## src/rtl/mem_arbiter_rr_pkg.sv

```systemverilog
// Shared types and helpers for the round-robin memory arbiter between the
// cache/uncache front ends and the single AXI4 bridge.
package mem_arbiter_rr_pkg;

  localparam int ID_W_DEF = 2;

  typedef enum logic {
    ARB_IDLE = 1'b0,
    ARB_BUSY = 1'b1
  } arb_state_e;

  // Round-robin pointer advance: the master after the winner, wrapping to 0.
  function automatic int next_idx(input int idx, input int num_m);
    return (idx + 1 >= num_m) ? 0 : idx + 1;
  endfunction

endpackage

```

## src/rtl/mem_arbiter_rr_pick.sv

```systemverilog
// Combinational requester picker: round-robin search starting at ptr_i, or
// plain lowest-index-wins when RR_EN is 0.
module mem_arbiter_rr_pick #(
  parameter int NUM_M = 3,
  parameter int ID_W  = 2,
  parameter bit RR_EN = 1'b1
) (
  input  logic [NUM_M-1:0] req_i,
  input  logic [ID_W-1:0]  ptr_i,
  output logic [ID_W-1:0]  gnt_idx_o,
  output logic             valid_o
);

  logic [ID_W-1:0]  start;
  logic [NUM_M-1:0] hi_req;
  logic [NUM_M-1:0] cand;

  // Requests at or above the pointer win; if none, wrap to the lowest request.
  always_comb begin
    // NOTE: every output of a combinational block gets a default first, so no
    // path through the block leaves a value held and no latch is inferred.
    start     = RR_EN ? ptr_i : '0;
    hi_req    = '0;
    gnt_idx_o = '0;
    for (int k = 0; k < NUM_M; k++) begin
      hi_req[k] = req_i[k] && (k >= int'(start));
    end
    cand = (|hi_req) ? hi_req : req_i;
    for (int k = NUM_M - 1; k >= 0; k--) begin
      if (cand[k]) gnt_idx_o = ID_W'(k);
    end
    valid_o = |req_i;
  end

endmodule

```

## src/rtl/mem_arbiter_rr.sv

```systemverilog
// N-master arbiter in front of one AXI4 bridge: independent read and write
// channels, each granting one master for a whole transaction.
module mem_arbiter_rr
  import mem_arbiter_rr_pkg::*;
#(
  parameter int NUM_M  = 3,
  parameter int ADDR_W = 32,
  parameter int DATA_W = 64,
  parameter int ID_W   = ID_W_DEF,
  parameter bit RR_EN  = 1'b1
) (
  input  logic                       clk,
  input  logic                       rst,
  input  logic [NUM_M-1:0]           m_re_i,
  input  logic [NUM_M-1:0]           m_we_i,
  input  logic [NUM_M*ADDR_W-1:0]    m_addr_i,
  input  logic [NUM_M*DATA_W-1:0]    m_wdata_i,
  input  logic [NUM_M*DATA_W/8-1:0]  m_mask_i,
  output logic [DATA_W-1:0]          m_rdata_o,
  output logic [NUM_M-1:0]           m_rvalid_o,
  output logic [NUM_M-1:0]           m_wdone_o,
  output logic                       ar_e_o,
  output logic [ID_W-1:0]            ar_id_o,
  output logic [ADDR_W-1:0]          ar_addr_o,
  input  logic [DATA_W-1:0]          r_data_i,
  input  logic [ID_W-1:0]            r_id_i,
  input  logic                       r_over_i,
  output logic                       aw_e_o,
  output logic [ID_W-1:0]            aw_id_o,
  output logic [ADDR_W-1:0]          aw_addr_o,
  output logic [DATA_W-1:0]          w_data_o,
  output logic [DATA_W/8-1:0]        w_mask_o,
  input  logic                       b_over_i,
  output logic                       err_o
);

  localparam int MASK_W = DATA_W / 8;

  arb_state_e      rd_state_q, rd_state_d, wr_state_q, wr_state_d;
  logic [ID_W-1:0] rd_gnt_q, rd_gnt_d, rd_ptr_q, rd_ptr_d;
  logic [ID_W-1:0] wr_gnt_q, wr_gnt_d, wr_ptr_q, wr_ptr_d;
  logic            err_q, err_d;
  logic [ID_W-1:0] rd_pick, wr_pick;
  logic            rd_any, wr_any;
  logic            rd_busy, wr_busy, rd_hit, wr_hit;

  mem_arbiter_rr_pick #(.NUM_M(NUM_M), .ID_W(ID_W), .RR_EN(RR_EN)) u_rd_pick (
    .req_i     (m_re_i),
    .ptr_i     (rd_ptr_q),
    .gnt_idx_o (rd_pick),
    .valid_o   (rd_any)
  );

  mem_arbiter_rr_pick #(.NUM_M(NUM_M), .ID_W(ID_W), .RR_EN(RR_EN)) u_wr_pick (
    .req_i     (m_we_i),
    .ptr_i     (wr_ptr_q),
    .gnt_idx_o (wr_pick),
    .valid_o   (wr_any)
  );

  assign rd_busy = (rd_state_q == ARB_BUSY);
  assign wr_busy = (wr_state_q == ARB_BUSY);
  // Only a completion carrying the owner's ID ends the read; anything else is an error.
  assign rd_hit  = rd_busy && r_over_i && (r_id_i == rd_gnt_q);
  assign wr_hit  = wr_busy && b_over_i;

  always_comb begin
    rd_state_d = rd_state_q;
    rd_gnt_d   = rd_gnt_q;
    rd_ptr_d   = rd_ptr_q;
    case (rd_state_q)
      ARB_IDLE: if (rd_any) begin
        rd_state_d = ARB_BUSY;
        rd_gnt_d   = rd_pick;
        if (RR_EN) rd_ptr_d = ID_W'(next_idx(int'(rd_pick), NUM_M));
      end
      ARB_BUSY: if (rd_hit) rd_state_d = ARB_IDLE;
    endcase
  end

  always_comb begin
    wr_state_d = wr_state_q;
    wr_gnt_d   = wr_gnt_q;
    wr_ptr_d   = wr_ptr_q;
    case (wr_state_q)
      ARB_IDLE: if (wr_any) begin
        wr_state_d = ARB_BUSY;
        wr_gnt_d   = wr_pick;
        if (RR_EN) wr_ptr_d = ID_W'(next_idx(int'(wr_pick), NUM_M));
      end
      ARB_BUSY: if (wr_hit) wr_state_d = ARB_IDLE;
    endcase
  end

  assign err_d = err_q | (r_over_i & ~rd_hit);

  // NOTE: state registers use non-blocking assignments so every flop samples
  // pre-edge values; the reset is asynchronous and needs no clock edge.
  always_ff @(posedge clk or negedge rst) begin
    if (!rst) begin
      rd_state_q <= ARB_IDLE;
      wr_state_q <= ARB_IDLE;
      rd_gnt_q   <= '0;
      rd_ptr_q   <= '0;
      wr_gnt_q   <= '0;
      wr_ptr_q   <= '0;
      err_q      <= 1'b0;
    end else begin
      rd_state_q <= rd_state_d;
      wr_state_q <= wr_state_d;
      rd_gnt_q   <= rd_gnt_d;
      rd_ptr_q   <= rd_ptr_d;
      wr_gnt_q   <= wr_gnt_d;
      wr_ptr_q   <= wr_ptr_d;
      err_q      <= err_d;
    end
  end

  // Live muxes of the owner's held request fields; all zero while idle.
  always_comb begin
    ar_addr_o  = '0;
    aw_addr_o  = '0;
    w_data_o   = '0;
    w_mask_o   = '0;
    m_rvalid_o = '0;
    m_wdone_o  = '0;
    for (int k = 0; k < NUM_M; k++) begin
      if (rd_busy && rd_gnt_q == ID_W'(k)) ar_addr_o = m_addr_i[k*ADDR_W +: ADDR_W];
      if (wr_busy && wr_gnt_q == ID_W'(k)) begin
        aw_addr_o = m_addr_i[k*ADDR_W +: ADDR_W];
        w_data_o  = m_wdata_i[k*DATA_W +: DATA_W];
        w_mask_o  = m_mask_i[k*MASK_W +: MASK_W];
      end
      m_rvalid_o[k] = rd_hit && (rd_gnt_q == ID_W'(k));
      m_wdone_o[k]  = wr_hit && (wr_gnt_q == ID_W'(k));
    end
  end

  assign ar_e_o    = rd_busy;
  assign ar_id_o   = rd_busy ? rd_gnt_q : '0;
  assign aw_e_o    = wr_busy;
  assign aw_id_o   = wr_busy ? wr_gnt_q : '0;
  assign m_rdata_o = r_over_i ? r_data_i : '0;
  assign err_o     = err_q;

endmodule
```

## config.mk

```make
export PLATFORM = sky130hd
export DESIGN_NAME = mem_arbiter_rr
export DESIGN_NICKNAME = d
export VERILOG_FILES = /design/src/rtl/mem_arbiter_rr_pkg.sv /design/src/rtl/mem_arbiter_rr_pick.sv /design/src/rtl/mem_arbiter_rr.sv
export SDC_FILE = /design/constraint.sdc
export NUM_CORES = 1
export LEC_CHECK = 0
export ABC_AREA = 1
export CAP_MARGIN = 20
export CELL_PAD_IN_SITES_DETAIL_PLACEMENT = 2
export CELL_PAD_IN_SITES_GLOBAL_PLACEMENT = 2
export CORE_AREA = 2 2 233 235
export DETAILED_ROUTE_END_ITERATION = 10
export DIE_AREA = 0 0 235 237
export PLACE_DENSITY = 0.78
export SYNTH_ARGS = -nofsm -noshare
export SYNTH_HDL_FRONTEND = slang
export SYNTH_SLANG_ARGS = --single-unit
```

## constraint.sdc

```tcl
create_clock -name clk -period 1.8 [get_ports clk]
set_input_delay 0.54 -clock clk [delete_from_list [all_inputs] [get_ports clk]]
set_output_delay 0.54 -clock clk [all_outputs]
set_load 0.01 [all_outputs]
```

[Yosys cells after proc, flatten, opt, wreduce, memory -nomap -nowiden]
Index checks and enable logic that the tools add are counted.
Storage, ports and cells
  logic and storage cells: 87
  bits in latches: 0
  output and inout bits: 213
  bits in read-only memories: 0
  input bits: 388
  RAM bits: 0
  memories kept: 0
  flip-flop bits (word level): 11
Operators by class
  shifts and indexed selects: 0
  div/mod/pow operators: 0
  bitwise logic cells: 5
  eq/ne operators: 5
  $add $sub $neg: 2
  multiplexer cells: 31
  $mul: 0
  order comparisons: 8
  reductions and logical operators: 29
Operator list (count)
  2-to-1 mux 64 bit: 4
  2-to-1 mux 32 bit: 6
  2-to-1 mux 8 bit: 3
  logical AND 1 bit: 21
  2-to-1 mux 2 bit: 10
  OR reduction 3 bit: 4
  greater-or-equal comparator 1 x 2 -> 1 bit (first input constant): 4
  adder 2 x 1 -> 3 bit (second input constant): 2
  greater-or-equal comparator 3 x 2 -> 1 bit (second input constant): 2
  2-to-1 mux 3 bit: 2
  == test 2 x 1 -> 1 bit (second input constant): 2
  == test 2 bit (second input constant): 2
  greater-or-equal comparator 2 bit (first input constant): 2
  zero test 2 bit: 2
  2-to-1 mux 1 bit: 4
  case mux 1 bit (2 select lines): 2
  AND reduction 2 bit: 2
  NOT 1 bit: 3
  == test 2 bit: 1
  AND 1 bit: 1
  OR 1 bit: 1

[Logic depth before layout (Yosys ltp)]
  depth in word-level cells: 10
  gate-level depth with buffers: 9
  depth with buffers taken out: 8

[By module]
Synthesis repeated with hierarchy kept, for this count alone.
Unflattened totals
  cell total of the unflattened synthesis: 828
  area total of the unflattened synthesis: 3614.7 um^2
Modules (own cells, without submodules)
  mem_arbiter_rr: seq. area each 275.3 um^2, instances 1, area an instance 3492.1 um^2, cells each 798
  mem_arbiter_rr_pick: seq. area each 0.0 um^2, instances 2, area an instance 61.3 um^2, cells each 15

[Worst setup path before layout]
Ideal clock, no wire load.
  path kind: input to output
  start: input port r_over_i
  end: output port m_rdata_o[33]
  buffers on the path: 2
  slack: 0.043 ns
  stages on the path: 4
  data required time: 1.260 ns
  arrival time: 1.217 ns
  cells stage by stage: clkbuf_1 -> clkbuf_1 -> nand2_1 -> inv_1
On the way
  word-level cells in the longest chain between the ends: 1
RTL lines
  start, declared: RTL line mem_arbiter_rr.sv:27  | input logic r_over_i,
  2-to-1 mux 64 bit: RTL line mem_arbiter_rr.sv:143  | assign m_rdata_o = r_over_i ? r_data_i : '0;
  end, declared: RTL line mem_arbiter_rr.sv:19  | output logic [DATA_W-1:0] m_rdata_o,
No other way between the ends.

[Worst setup path in the final report]
  start: register wr_gnt_q[1]
  end: output port aw_addr_o[7]
On the way
  word-level cells in the longest chain between the ends: 5
  elaborated cells between the ends (all ways): 9
  those cells by class: eq/ne (2); mux (3); reduce/logical (4)
RTL lines
  start, declared: RTL line mem_arbiter_rr.sv:41  | logic [ID_W-1:0] wr_gnt_q, wr_gnt_d, wr_ptr_q, wr_ptr_d;
  start signal, assigned: RTL line mem_arbiter_rr.sv:113  | wr_gnt_q <= wr_gnt_d;
  zero test 2 bit: RTL line mem_arbiter_rr.sv:129  | if (wr_busy && wr_gnt_q == ID_W'(k)) begin
  logical AND 1 bit: RTL line mem_arbiter_rr.sv:129
  2-to-1 mux 32 bit (2 in series): RTL line mem_arbiter_rr.sv:129
  2-to-1 mux 32 bit *: RTL line mem_arbiter_rr.sv:129
  end, declared: RTL line mem_arbiter_rr.sv:30  | output logic [ADDR_W-1:0] aw_addr_o,
Mark *: on every way between the ends. The rest lies on a longest branch, timed or not.

==> results_dict.tcl <==
set metrics [dict create \
    postSynthAreaPerCell_um2 5.02 \
    cts_made_buffers 3 \
    synth_area_um2 3910 \
    worst-setup-path-type "flip-flop to primary output" \
    pin_count 601 \
    hpwl_mm 33.4 \
    grt_pass1_vias 9705 \
    die_w_um 235 \
    violations "setup timing" \
    setup_viol 144 \
    cp-end-kind "primary output" \
    busiest_layer "met2" \
    clk_path_buf_depth 2 \
    route.detailed.drc 0 \
    dr.first_iter.drc_count 169 \
    finalWirelength_mm 48.6 \
    final_area_um2 13600 \
    crit_required_ns 1.26 \
    vias 8895 \
    path_clk_slew_ns 0.04 \
    die_h_um 237 \
    post_drt_wl_per_cell_um 22.1 \
    grt_max_degree 65 \
    fin_nets 1894 \
    ys_seq_area_share_pct 5.76 \
    finalHoldViolCount 0 \
    grt_pass1_wl_mm 58.7 \
    grtUsageMet1_pct 14.3 \
    gr-usage-all-layers_pct 13.5 \
    rsz0062_at_grt "true" \
    synth.distinct_cells 17 \
    fp.dieArea_um2 55700 \
    area_growth_pct 249 \
    drv_slew 0 \
    p_per_area_nw_per_um2 1270 \
    gp_congestion 0.928 \
    gr-usage-met2_pct 25.9 \
    r2r_slack_ns 0.15 \
    syn_inst 778 \
    firstDrtPassIters 4 \
    max_slew_margin_pct 69.7 \
    cts_tree "yes" \
    start_util_pct 7.33 \
    clock_sinks 9 \
    hold_class "flip-flop to flip-flop" \
    cts_max_level 1 \
    arrival_ns 1.70 \
    period_share_pct 125 \
    drt-vias-per-instance 4.03 \
    root_buffer "clkbuf_16" \
    crit_path_start_kind "flip-flop" \
    fin_skew_ns 0.000753 \
    drive_gt1_share_pct 41.0 \
    numPortBuffers 600 \
    coreArea_um2 53300 \
    min_period_ns 2.24 \
    syn-num-nets 1166 \
    outcome "finished with violations" \
    clock_latency_ns 0.23 \
    r2r_cells 10 \
    synth_seq_cells 9 \
    postCtsHoldBufs 0 \
    postPlaceCellArea_um2 11700 \
    antenna_found_initial 4 \
    grt_use_met3_pct 2.87 \
    cp_max_fo 8 \
    worstMarginPinSlew_ns 0.453 \
    hold_depth 1 \
    ys_warn_count 0 \
    power_leakage_uw 0.00671 \
    gr-total-overflow 0 \
    fmax_ghz 0.446 \
    peakVddDrop_mv 0.393 \
    p_total_uw 17300 \
    cap_violations 0 \
    fin_ws_ns -0.444 \
    drtAntennaViolNets 0 \
    rows 85 \
]
==> report_power, final <==
group	internal, µW	leakage (µW)	switching [µW]	total, µW
Clock	296	0.0000382	98.6	395
Sequential	292	0.000103	122	414
Combinational	8130	0.00657	8330	16500
==> cell usage after synthesis <==
library cell	number	area share, %
nand2_1	236	23
nand3_1	154	20
inv_1	147	14
nand4_1	72	12
o221ai_1	64	14
buf_2	44	5.6
clkbuf_1	16	1.5
buf_1	9	0.86
dfrtp_1	9	5.8
nor2_1	7	0.67
o21ai_0	6	0.77
buf_4	5	0.96
nor3_1	4	0.51
a21oi_1	2	0.26
a21o_1	1	0.19
nor2_4	1	0.29
or2_1	1	0.16
==> metrics by stage <==
| stage | hold WS [ns] | instances | util [%] | setup TNS (ns) | setup WS, ns |
|---|---|---|---|---|---|
| after global placement | 0.437 | 2133 | 22.0 | -108.19 | -0.904 |
| after global routing | 0.486 | 2205 | 25.6 | -60.07 | -0.510 |
| after CTS | 0.459 | 2150 | 22.6 | -100.38 | -0.717 |
| final | 0.457 | 2205 | 25.6 | -50.34 | -0.444 |
| after detailed placement | 0.450 | 2133 | 22.0 | -113.51 | -0.980 |
| after floorplan | 0.244 | 778 | - | 0 | 0.0426 |
==> what timing repair did <==
item	CTS	global route
buffers inserted	12	33
cloned	3	22
setup endpoints to repair	212	212
pin swaps	9	57
gates resized for setup	392	743
==> critical path, stage by stage, from the launching register on <==
cell      delay (ns)
dfrtp_1         0.41
nand2_2         0.10
nor2_4          0.19
buf_6           0.17
buf_12          0.15
buf_12          0.14
nand2_4         0.04
o221ai_2        0.07
buf_2           0.17
==> cell type report <==
| class | count | area, µm² |
|---|---|---|
| Tap cell | 696 | 871 |
| Fill cell | 6154 | 39700 |
| Clock buffer | 4 | 78.8 |
| Inverter | 147 | 567 |
| Multi-Input combinational cell | 548 | 3880 |
| Sequential cell | 9 | 230 |
| Timing Repair Buffer | 797 | 7980 |
| Antenna cell | 4 | 10.0 |
==> state kept, by name (all words and copies together), names as in the netlist <==
signal    cells
aw_e_o        1
rd_gnt_q      2
err_o         1
wr_ptr_q      2
ar_e_o        1
wr_gnt_q      1
rd_ptr_q      1
==> routing by layer <==
layer	routed length, µm	share of wire, %	vias to the layer above
met5	0	0	-
met4	1420	2.9	0
met3	2750	5.6	73
met2	26400	54	425
met1	18100	37	4293
li1	-	-	4104
==> worst paths after layout <==
check                                to         from
hold reg to reg                   err_o        err_o
setup / recovery           aw_addr_o[7]  wr_gnt_q[1]
setup reg to reg            wr_gnt_q[1]  wr_ptr_q[1]
min in group asynchronous         err_o          rst
hold / removal                    err_o        err_o
max in group asynchronous        ar_e_o          rst
==> cell families (layout without fill, tap and decap cells) <==
kind of cell,count (synthesis),count (layout),synth area share [%]
AO/OA/AOI/OAI,73,73,15.6
AND/OR/NAND/NOR,475,475,55.6
flip-flops,9,9,5.76
buffers and inverters,221,948,23.1
other,0,4,0
==> cells in the final DEF, fill, tap and decap left out, types with 6 or more instances in the layout <==
cell / n
nand3_4: 10
o221ai_4: 7
o221ai_1: 9
nand2_2: 26
buf_2: 91
nand3_2: 59
inv_1: 119
nand3_1: 85
o21ai_0: 6
nand2_4: 15
buf_12: 29
nand2_1: 193
clkbuf_16: 22
buf_6: 117
o221ai_2: 48
buf_4: 89
inv_2: 25
buf_8: 18
clkdlybuf4s50_1: 359
clkbuf_2: 43
nand4_1: 72
dlymetal6s2s_1: 28
(Power assumes the default switching activity.)
